<file path="src/rtl/ccff_loader_pkg.sv">
// Shared types and constants for the ccff chain loader.
// State encoding and CRC-16-CCITT parameters.
package ccff_loader_pkg;

  typedef enum logic [2:0] {
    ST_IDLE,
    ST_LOAD,
    ST_CHECK,
    ST_DONE,
    ST_ERROR
  } state_t;

  localparam logic [15:0] CRC16_POLY = 16'h1021;
  localparam logic [15:0] CRC16_INIT = 16'hFFFF;

endpackage

</file>
<file path="src/rtl/ccff_chain_loader_crc16.sv">
// Bit-serial CRC-16-CCITT, MSB first, one bit per enabled cycle.
// Used by ccff_chain_loader only when CCFF_CRC_CHECK_EN is defined.
module ccff_crc16
  import ccff_loader_pkg::*;
(
  input  logic        clk,
  input  logic        rst_n,
  input  logic        clr,
  input  logic        en,
  input  logic        din,
  output logic [15:0] crc
);

  logic fb;

  // feedback bit of the LFSR
  always_comb fb = din ^ crc[15];

  // CRC register: clear restarts from the init value
  always_ff @(posedge clk or negedge rst_n) begin
    if (!rst_n) begin
      crc <= CRC16_INIT;
    end else if (clr) begin
      crc <= CRC16_INIT;
    end else if (en) begin
      crc <= {crc[14:0], 1'b0} ^ (fb ? CRC16_POLY : 16'h0000);
    end
  end

endmodule

</file>
<file path="src/rtl/ccff_chain_loader.sv">
// Streams a byte bitstream MSB first into a ccff configuration chain.
// Define CCFF_CRC_CHECK_EN to append a CRC-16 check of the loaded bits.
module ccff_chain_loader
  import ccff_loader_pkg::*;
#(
  parameter int CHAIN_LEN = 64
) (
  input  logic       prog_clk,
  input  logic       prog_reset,
  input  logic       start,
  input  logic [7:0] s_data,
  input  logic       s_valid,
  output logic       s_ready,
  output logic       ccff_head,
  output logic       ccff_shift_en,
  output logic       cfg_done,
  output logic       cfg_error,
  output logic       busy
);

  localparam int CW = $clog2(CHAIN_LEN + 1);
  localparam logic [CW-1:0] LAST = CW'(CHAIN_LEN - 1);

  state_t        state_q, state_d;
  logic [7:0]    sbuf_q;
  logic [3:0]    cnt_q;
  logic [CW-1:0] bit_q;
  logic          go, shift, last, accept;

`ifdef CCFF_CRC_CHECK_EN
  logic [15:0] crc;
  logic [7:0]  hi_q;
  logic        hi_vld_q;
`endif

  // handshake, shift qualifiers and status outputs
  always_comb begin
    go     = start && (state_q == ST_IDLE ||
                       state_q == ST_DONE ||
                       state_q == ST_ERROR);
    shift  = (state_q == ST_LOAD) && (cnt_q != 4'd0);
    last   = shift && (bit_q == LAST);
    s_ready = (state_q == ST_CHECK) ||
              ((state_q == ST_LOAD) && !last &&
               (cnt_q == 4'd0 || cnt_q == 4'd1));
    accept = s_valid && s_ready;
    ccff_shift_en = shift;
    ccff_head     = shift & sbuf_q[7];
    busy     = (state_q == ST_LOAD) || (state_q == ST_CHECK);
    cfg_done = (state_q == ST_DONE);
`ifdef CCFF_CRC_CHECK_EN
    cfg_error = (state_q == ST_ERROR);
`else
    cfg_error = 1'b0;
`endif
  end

  // next-state decode
  always_comb begin
    state_d = state_q;
    unique case (state_q)
      ST_IDLE, ST_DONE, ST_ERROR: begin
        if (go) state_d = ST_LOAD;
      end
      ST_LOAD: begin
`ifdef CCFF_CRC_CHECK_EN
        if (last) state_d = ST_CHECK;
`else
        if (last) state_d = ST_DONE;
`endif
      end
      ST_CHECK: begin
`ifdef CCFF_CRC_CHECK_EN
        if (accept && hi_vld_q)
          state_d = ({hi_q, s_data} == crc) ?
                    ST_DONE : ST_ERROR;
`endif
      end
      default: state_d = ST_IDLE;
    endcase
  end

  // state register
  always_ff @(posedge prog_clk or negedge prog_reset) begin
    if (!prog_reset) state_q <= ST_IDLE;
    else             state_q <= state_d;
  end

  // byte buffer and bit counter; bits past the chain end are dropped
  always_ff @(posedge prog_clk or negedge prog_reset) begin
    if (!prog_reset) begin
      sbuf_q <= '0;
      cnt_q  <= '0;
      bit_q  <= '0;
    end else if (go) begin
      sbuf_q <= '0;
      cnt_q  <= '0;
      bit_q  <= '0;
    end else if (shift) begin
      bit_q <= bit_q + CW'(1);
      if (last) begin
        cnt_q <= '0;
      end else if (accept) begin
        sbuf_q <= s_data;
        cnt_q  <= 4'd8;
      end else begin
        sbuf_q <= {sbuf_q[6:0], 1'b0};
        cnt_q  <= cnt_q - 4'd1;
      end
    end else if (accept && state_q == ST_LOAD) begin
      sbuf_q <= s_data;
      cnt_q  <= 4'd8;
    end
  end

`ifdef CCFF_CRC_CHECK_EN
  // first received CRC byte, held until the second arrives
  always_ff @(posedge prog_clk or negedge prog_reset) begin
    if (!prog_reset) begin
      hi_q     <= '0;
      hi_vld_q <= 1'b0;
    end else if (go) begin
      hi_vld_q <= 1'b0;
    end else if (state_q == ST_CHECK && accept) begin
      hi_q     <= s_data;
      hi_vld_q <= 1'b1;
    end
  end

  ccff_crc16 u_crc (
    .clk   (prog_clk),
    .rst_n (prog_reset),
    .clr   (go),
    .en    (shift),
    .din   (ccff_head),
    .crc   (crc)
  );
`endif

endmodule

</file>
<file path="config.mk">
export PLATFORM = sky130hd
export DESIGN_NAME = ccff_chain_loader
export DESIGN_NICKNAME = d
export VERILOG_FILES = /design/src/rtl/ccff_loader_pkg.sv /design/src/rtl/ccff_chain_loader_crc16.sv /design/src/rtl/ccff_chain_loader.sv
export SDC_FILE = /design/constraint.sdc
export NUM_CORES = 1
export LEC_CHECK = 0
export CAP_MARGIN = 20
export CORE_MARGIN = 2
export CORE_UTILIZATION = 25
export CTS_CLUSTER_SIZE = 40
export DETAILED_ROUTE_END_ITERATION = 8
export SLEW_MARGIN = 20
export SYNTH_ARGS = -nofsm -noshare
export SYNTH_HDL_FRONTEND = slang
export SYNTH_HIERARCHICAL = 1
export SYNTH_SLANG_ARGS = --single-unit
</file>
<file path="constraint.sdc">
create_clock -name prog_clk -period 3.5 [get_ports prog_clk]
set_input_delay 0.875 -clock prog_clk [delete_from_list [all_inputs] [get_ports prog_clk]]
set_output_delay 0.875 -clock prog_clk [all_outputs]
set_load 0.02 [all_outputs]
</file>
## After elaboration in Yosys (flattened, before gate mapping)

Cells that the tools add are included.

| word-level totals | value |
|---|---|
| register bits after elaboration | 22 |
| input port bits | 12 |
| word-level logic and storage cells | 53 |

| cells by class | value |
|---|---|
| $add $sub $neg | 2 |
| eq/ne operators | 9 |
| muxes and demuxes | 15 |
| bitwise operators | 2 |
| reductions and logical operators | 21 |

Operator list:

| cell | number |
|---|---|
| 2-to-1 mux 8 bit | 5 |
| 2-to-1 mux 4 bit | 5 |
| 2-to-1 mux 7 bit | 2 |
| one-hot mux 3 bit (3 select lines) | 1 |
| adder 7 x 1 -> 7 bit (second input constant) | 1 |
| equality test 7 x 6 -> 1 bit (second input constant) | 1 |
| logical AND 1 bit | 7 |
| equality test 3 x 2 -> 1 bit (second input constant) | 2 |
| 2-to-1 mux 3 bit | 2 |
| logical OR 1 bit | 5 |
| equality test 4 x 1 -> 1 bit (second input constant) | 1 |
| zero test 4 bit | 1 |
| != test 2 bit (second input constant) | 2 |
| nonzero test 4 bit | 1 |
| subtractor 4 x 1 -> 4 bit (second input constant) | 1 |
| equality test 3 x 1 -> 1 bit (second input constant) | 1 |
| equality test 3 bit (second input constant) | 1 |
| zero test 3 bit | 1 |
| != test 3 bit (second input constant) | 1 |
| AND reduction 3 bit | 1 |
| nonzero test 3 bit | 1 |
| OR reduction 3 bit | 1 |
| AND reduction 2 bit | 1 |
| nonzero test 2 bit | 1 |
| other kinds (3) | 3 |

## Depth between registers and ports, before layout

Gate-level depths: netlist of run 1.

| logic depth | value |
|---|---|
| depth in word-level cells | 12 |
| gate-level depth with buffers | 8 |
| gate-level depth less buffers | 7 |

## Worst setup path before layout of run 1

OpenSTA, ideal clock, no wires.

| path | value |
|---|---|
| kind | flip-flop to output port |
| start point | reg cnt_q[0] |
| end point | out s_ready |
| arrival time | 1.499 ns |
| required time | 2.625 ns |
| slack | 1.126 ns |
| stages on the path, launching flop included | 6 |
| path through | dfrtp_1 -> inv_1 -> ha_1 -> nor3b_2 -> o41ai_4 -> o21bai_1 |

| on the way | value |
|---|---|
| cells in the longest elaborated chain, start to end | 7 |
| elaborated cells on any way between the ends | 10 |

RTL lines:

| what | RTL line | RTL |
|---|---|---|
| start, declared | ccff_chain_loader.sv:26 | `logic [3:0] cnt_q;` |
| start signal, assigned | ccff_chain_loader.sv:108 | `cnt_q <= cnt_q - 4'd1;` |
| nonzero test 4 bit | ccff_chain_loader.sv:41 | `shift = (state_q == ST_LOAD) && (cnt_q != 4'd0);` |
| logical AND 1 bit | ccff_chain_loader.sv:41 |  |
| logical AND 1 bit | ccff_chain_loader.sv:42 | `last = shift && (bit_q == LAST);` |
| zero test 1 bit | ccff_chain_loader.sv:44 | `((state_q == ST_LOAD) && !last &&` |
| logical AND 1 bit | ccff_chain_loader.sv:44 |  |
| logical AND 1 bit * | ccff_chain_loader.sv:44 |  |
| logical OR 1 bit * | ccff_chain_loader.sv:43 | `s_ready = (state_q == ST_CHECK) \|\|` |
| end, declared | ccff_chain_loader.sv:13 | `output logic s_ready,` |

Mark *: on every way between the ends. The rest lies on a longest branch, timed or not.

## Final worst setup path of run 1

Same ends and word-level chain as after synthesis.

==> results of run 1 <==
cell usage in the layout, fill, tap and decap left out, types with 2 or more instances in the layout:
| cell | instances |
|---|---|
| inv_1 | 9 |
| clkbuf_8 | 3 |
| and3_1 | 2 |
| dfrtp_1 | 21 |
| nor3_1 | 2 |
| xor2_1 | 4 |
| o21ai_0 | 2 |
| nand4_1 | 2 |
| o21ai_1 | 3 |
| ha_1 | 7 |
| nor2_1 | 11 |
| a21oi_1 | 4 |
| nor2b_1 | 2 |
| o2bb2ai_1 | 8 |
| nor2_2 | 2 |
| nand2_1 | 11 |
| mux2i_1 | 8 |
| clkdlybuf4s50_1 | 16 |
routing by layer:
metal | global-route usage | part of all wire
met2 | 0.175 | 0.50
met5 | 0 | 0
met1 | 0.130 | 0.46
met4 | 0.0505 | 0.014
met3 | 0.0137 | 0.020
power by group through the flow:
stage | combinational [W] | clock (W) | sequential [W]
6_report | 0.000825 | 0.000153 | 0.000456
5_1_grt | 0.000936 | 0.000176 | 0.000474
4_1_cts | 0.000839 | 0.000162 | 0.000455
3_5_place_dp | 0.000834 | 0 | 0.000458
3_3_place_gp | 0.000804 | 0 | 0.000452
2_1_floorplan | 0.000665 | 0 | 0.000435
path summary, 6_finish.rpt:
path / slack, ns / cells past startpoint / end
worst max-delay path: 0.26 / 6 / s_ready
worst min-delay path: 0.49 / 1 / sbuf_q[1]
worst max register to register: 1.31 / 7 / sbuf_q[4]
worst min register to register: 0.49 / 1 / sbuf_q[1]
max in group asynchronous: 1.77 / 1 / bit_q[6]
min in group asynchronous: 1.15 / 1 / bit_q[4]
layout make-up:
type                            instances  area (sq um)
Clock inverter                          1          5.00
Inverter                                9          33.8
Fill cell                             485          3230
Clock buffer                            3          41.3
Sequential cell                        21           526
Timing Repair Buffer                   17           168
Multi-Input combinational cell         85           626
Tap cell                               54          67.6
worst reg2reg max path: cells and delay by family (launching register included):
| family | cells | cell delay, ns |
|---|---|---|
| AOI/OAI and AO/OA | 3 | 0.94 |
| adders and majority gates | 1 | 0.22 |
| buffers and inverters | 1 | 0.09 |
| DFF | 1 | 0.42 |
| muxes | 1 | 0.21 |
| and+or+nand+nor | 1 | 0.19 |
state kept, by name (all words and copies together) (netlist names):
name     cells
cnt_q        4
state_q      2
sbuf_q       8
bit_q        7
logic make-up after synthesis:
| logic type | share of synthesized area |
|---|---|
| AOI/OAI and AO/OA | 0.174 |
| xor gates and xnor gates | 0.0361 |
| adders and majority gates | 0.0722 |
| buffers and inverters | 0.0506 |
| DFF | 0.433 |
| muxes | 0.0661 |
| other | 0.00309 |
| and+or+nand+nor | 0.164 |
metrics by stage:
stage | std cells | hold WS [ns] | total power (W)
after CTS | 190 | 0.501 | 0.00146
final | 190 | 0.492 | 0.00143
after detailed placement | 186 | 0.476 | 0.00129
after global placement | 186 | 0.471 | 0.00126
after floorplan | 117 | 0.449 | 0.00110
after global routing | 190 | 0.516 | 0.00159
==> flow_summary.yaml, run 1 <==
logic_synthesis:
  yosys.cell_count.top_type: "dfrtp_1"
  synth_common_cells: "dfrtp_1 (21), nand2_1 (11), nor2_1 (11)"
  ys_seq_area_frac: 0.433
  synth_top_area_share: 0.433
  synth_area_sq_um: 1210
  postSynthAreaPerCell_sq_um: 10.4
  postSynth.asyncResetShare: 1.00
  ys_ff_latch: 21
  synth.net_count: 136
  yosys.area.top_type: "dfrtp_1"
  syn_inst: 117
  synth-warning-count: 6
  synth_edf_count: 0
  synth_ff_type: "dfrtp_1"
  synth_area_leaders: "dfrtp_1 (43%), ha_1 (7.2%), mux2i_1 (6.6%), o2bb2ai_1 (5.8%), nand2_1 (3.4%)"
  yosysUniqueCellTypes: 35
finish:
  drive_gt1_frac: 0.0882
  syn2layout_area_growth_pct: 20.9
  final_core_util: 0.313
  final_cell_area_sq_um: 1470
  diodes: 0
  layout.nets: 156
cts:
  cts_setup_buffers: 0
  clkTransAtPathRegs_ns: 0.07
  htree_levels: 1
  cts_root_buf: "clkbuf_8"
  numCtsBuffers: 3
  clockBufferDepth: 2
  cts_tree: "done"
  insertion_delay_ns: 0.25
  cts_resized: 0
  clkSinkCount: 21
  hold_buffers: 0
sta:
  fmax_mhz: 309
  hold_viol: 0
  rsz0062_at_grt: "false"
  setup_tns_ns: 0
  worstMarginPinSlew_ns: 0.952
  drv_slew: 0
  final.setup.worst_slack_ns: 0.261
  fin_crit_ns: 3.24
  slew_headroom: 0.363
  fin_skew_ns: 0.00214
  setup_viol: 0
  fin_crit_sh: 0.925
place:
  hpwl_um: 1890
  portBuffers: 16
  gp_congestion: 0.915
  placed_area_sq_um: 1420
  place_ws_ns: 0.549
power_and_ir_drop:
  p_per_area_nw_per_um2: 978
  combPwrFrac: 0.575
  total_leakage_power_nw: 0.682
  pwr-share-clk: 0.107
  seqPwrFrac: 0.318
  vdd_drop_max_mv: 0.227
  p_sw_frac: 0.433
  power_switching_w: 0.000622
  internal_power_w: 0.000813
floorplanning:
  chipHeight_um: 73.6
  floorplan.die.width_um: 73.6
  die-area_sq_um: 5420
  core_area_sq_um: 4690
  start_util: 0.258
  ios: 18
  rows: 25
grt:
  grt_pass1_vias: 972
  grt_max_degree: 22
  grt_usage: 0.104
  grt_pass1_wl_um: 4450
  grt.overflow.total: 0
  grt_antenna_before_repair: 0
critical_path:
  path_delay_family: "buffers and inverters"
  crit_type: "reg2out"
  critPathLaunchType: "flip-flop"
  crit_chain: "inv_1 -> ha_1 -> nor3b_2 -> o41ai_4 -> o21bai_1 -> clkdlybuf4s50_1"
  worst-path-buf-inv: 2
  cp.arrival_ns: 2.36
  endpoint_kind: "output port"
  cpPeakStageDelay_ns: 0.55
  cp-startpoint: "cnt_q[0]"
  cp_slowest_cell: "clkdlybuf4s50_1"
  worstReg2RegStart: "cnt_q[0]"
  worstPathRequired_ns: 2.62
  cp_max_fo: 6
route:
  vias_per_cell: 4.69
  remaining_drc_errors: 0
  drtPass1Iterations: 4
  ant_nets: 0
  wirelength_um: 2400
  wl_per_cell_um: 12.6
  route.vias.total: 892
  drtIter0Drc: 46
run:
  drv_cap: 0
run_status:
  status: "finished clean"
worst_hold_path:
  min_path_type: "reg2reg"
  hp-start: "sbuf_q[1]"
Note: power is estimated with default switching activity, not from simulation.
==> inputs of run 2 (changes only) <==
--- a/config.mk
+++ b/config.mk
@@ -6,10 +6,14 @@
 export NUM_CORES = 1
 export LEC_CHECK = 0
 export CAP_MARGIN = 20
+export CELL_PAD_IN_SITES_DETAIL_PLACEMENT = 0
+export CELL_PAD_IN_SITES_GLOBAL_PLACEMENT = 1
+export CORE_ASPECT_RATIO = 0.75
 export CORE_MARGIN = 2
 export CORE_UTILIZATION = 25
 export CTS_CLUSTER_SIZE = 40
 export DETAILED_ROUTE_END_ITERATION = 8
+export PLACE_DENSITY_LB_ADDON = 0.1
 export SLEW_MARGIN = 20
 export SYNTH_ARGS = -nofsm -noshare
 export SYNTH_HDL_FRONTEND = slang
==> run 2 against run 1 <==
- wire length increased by 12%
- clock skew increased by 0.0028 ns
- critical path depth is the same
- register-to-register slack hardly changed
- combinational power grew 2.5%
==> flow_summary.yaml, run 2 (synthesis gave the netlist of run 1 again) <==
run_status:
  status: "finished clean"
finish:
  diodes: 0
  top_regs: "sbuf_q (8), bit_q (7), cnt_q (4)"
  layout_common_cells: "dfrtp_1 (21), clkdlybuf4s50_1 (16), nor2_1 (11), nand2_1 (11), inv_1 (9)"
  syn2layout_area_growth_pct: 22.4
  fillers: 502
  final_common_cell: "dfrtp_1"
  drive_gt1_frac: 0.0942
  layout.cells.non_filler: 195
  max_flop_register: "sbuf_q"
  ff_latch_area_sq_um: 526
  largest_reg_flops: 8
  layout.nets: 158
  multi_input_area_sq_um: 626
cts:
  cts_root_buf: "clkbuf_8"
  clkSinkCount: 21
  insertion_delay_ns: 0.26
  clkTransAtPathRegs_ns: 0.08
  numCtsBuffers: 3
  cts_resized: 0
  htree_levels: 1
  cts_tree: "done"
  hold_buffers: 0
  clockBufferDepth: 2
  cts_setup_buffers: 0
critical_path:
  critPathLaunchType: "flip-flop"
  worst-path-buf-inv: 2
  cp.arrival_ns: 2.34
  endpoint_kind: "output port"
  cp_slowest_cell: "clkdlybuf4s50_1"
  cp-startpoint: "cnt_q[0]"
  path_delay_family: "buffers and inverters"
  cp_max_fo: 6
  crit_type: "reg2out"
  worstPathRequired_ns: 2.62
  worstReg2RegStart: "cnt_q[0]"
  cpPeakStageDelay_ns: 0.55
  crit_chain: "inv_1 -> ha_1 -> nor3b_2 -> o41ai_4 -> o21bai_1 -> clkdlybuf4s50_1"
route:
  wirelength_um: 2690
  ant_nets: 0
  vias_per_cell: 4.59
  remaining_drc_errors: 0
  drtPass1Iterations: 4
  drtIter0Drc: 21
  wl_per_cell_um: 13.8
  route.vias.total: 896
grt:
  grt.busiest_layer: "met2"
  met3_usage: 0.0284
  grt.overflow.total: 0
  grt_usage: 0.105
  grt_pass1_vias: 944
  grt_antenna_before_repair: 0
  grtUsageMet1: 0.146
  grt_max_degree: 22
  grt_pass1_wl_um: 4530
  met2_usage: 0.162
place:
  dpl.cell_count: 191
  portBuffers: 16
  gp_congestion: 0.759
  hpwl_um: 2010
power_and_ir_drop:
  total_leakage_power_nw: 0.689
  combPwrFrac: 0.578
  p_sw_frac: 0.440
  vdd_drop_max_mv: 0.298
  power.total_w: 0.00146
  seqPwrFrac: 0.310
  pwr-share-clk: 0.112
  internal_power_w: 0.000820
  power_switching_w: 0.000645
  p_per_area_nw_per_um2: 987
worst_hold_path:
  hp-start: "sbuf_q[4]"
  min_path_type: "reg2reg"
floorplanning:
  floorplan.die.width_um: 84.4
  rows: 21
  ios: 18
  core_area_sq_um: 4570
  chipHeight_um: 64.3
  die-area_sq_um: 5430
  start_util: 0.265
sta:
  fin_crit_ns: 3.21
  rsz0062_at_grt: "false"
  fin_crit_sh: 0.918
  setup_viol: 0
  fin_skew_ns: 0.00490
  fmax_mhz: 311
  drv_slew: 0
  setup_tns_ns: 0
  hold_viol: 0
run:
  drv_cap: 0
[run 2: cell types whose count changed in the layout (fill, tap and decap cells not counted)]
| cell | change |
|---|---|
| clkinv_2 | -1 |
| buf_4 | +2 |
| clkbuf_1 | +1 |
[run 2: final cells by class]
type | instances | area share
Sequential cell | 21 | 0.354
Timing Repair Buffer | 19 | 0.123
Tap cell | 57 | 0.0481
Multi-Input combinational cell | 85 | 0.422
Inverter | 9 | 0.0228
Clock buffer | 4 | 0.0304
[run 2: per-stage QoR]
step | utilization | hold slack [ns] | instance area [sq um] | setup slack [ns]
6_report | 0.325 | 0.493 | 1480 | 0.289
5_1_grt | 0.325 | 0.509 | 1480 | 0.128
4_1_cts | 0.325 | 0.496 | 1480 | 0.249
3_5_place_dp | 0.315 | 0.474 | 1440 | 0.556
3_3_place_gp | 0.315 | 0.472 | 1440 | 0.604
2_1_floorplan | - | 0.449 | 1210 | 1.13
[run 2: worst reg2reg max path: stages, from the launching register on]
cell and delay [ns]:
dfrtp_1 0.41, inv_1 0.08, ha_1 0.21, nor3b_2 0.19
o41ai_4 0.50, o311a_4 0.37, mux2i_1 0.23, o2bb2ai_1 0.07
[run 2: final timing paths]
path	to	slack [ns]	cells after the start
worst max-delay path	s_ready	0.29	6
worst min-delay path	sbuf_q[4]	0.49	1
worst max register to register	sbuf_q[7]	1.32	7
worst min register to register	sbuf_q[4]	0.49	1
max in group asynchronous	bit_q[2]	2.32	2
min in group asynchronous	bit_q[5]	0.96	2
[run 2: layer usage]
layer,vias up,routed length (um),share of wire
met5,-,0,0
met2,20,1130,0.42
met3,2,125,0.047
met1,427,1410,0.53
li1,447,-,-
met4,0,19,0.0071
[run 2: power by group through the flow]
stage	Sequential (W)	Clock (W)	Combinational, W
3_5_place_dp	0.000461	0	0.000853
2_1_floorplan	0.000435	0	0.000665
3_3_place_gp	0.000456	0	0.000839
4_1_cts	0.000456	0.000173	0.000862
6_report	0.000454	0.000164	0.000846
5_1_grt	0.000470	0.000182	0.000957
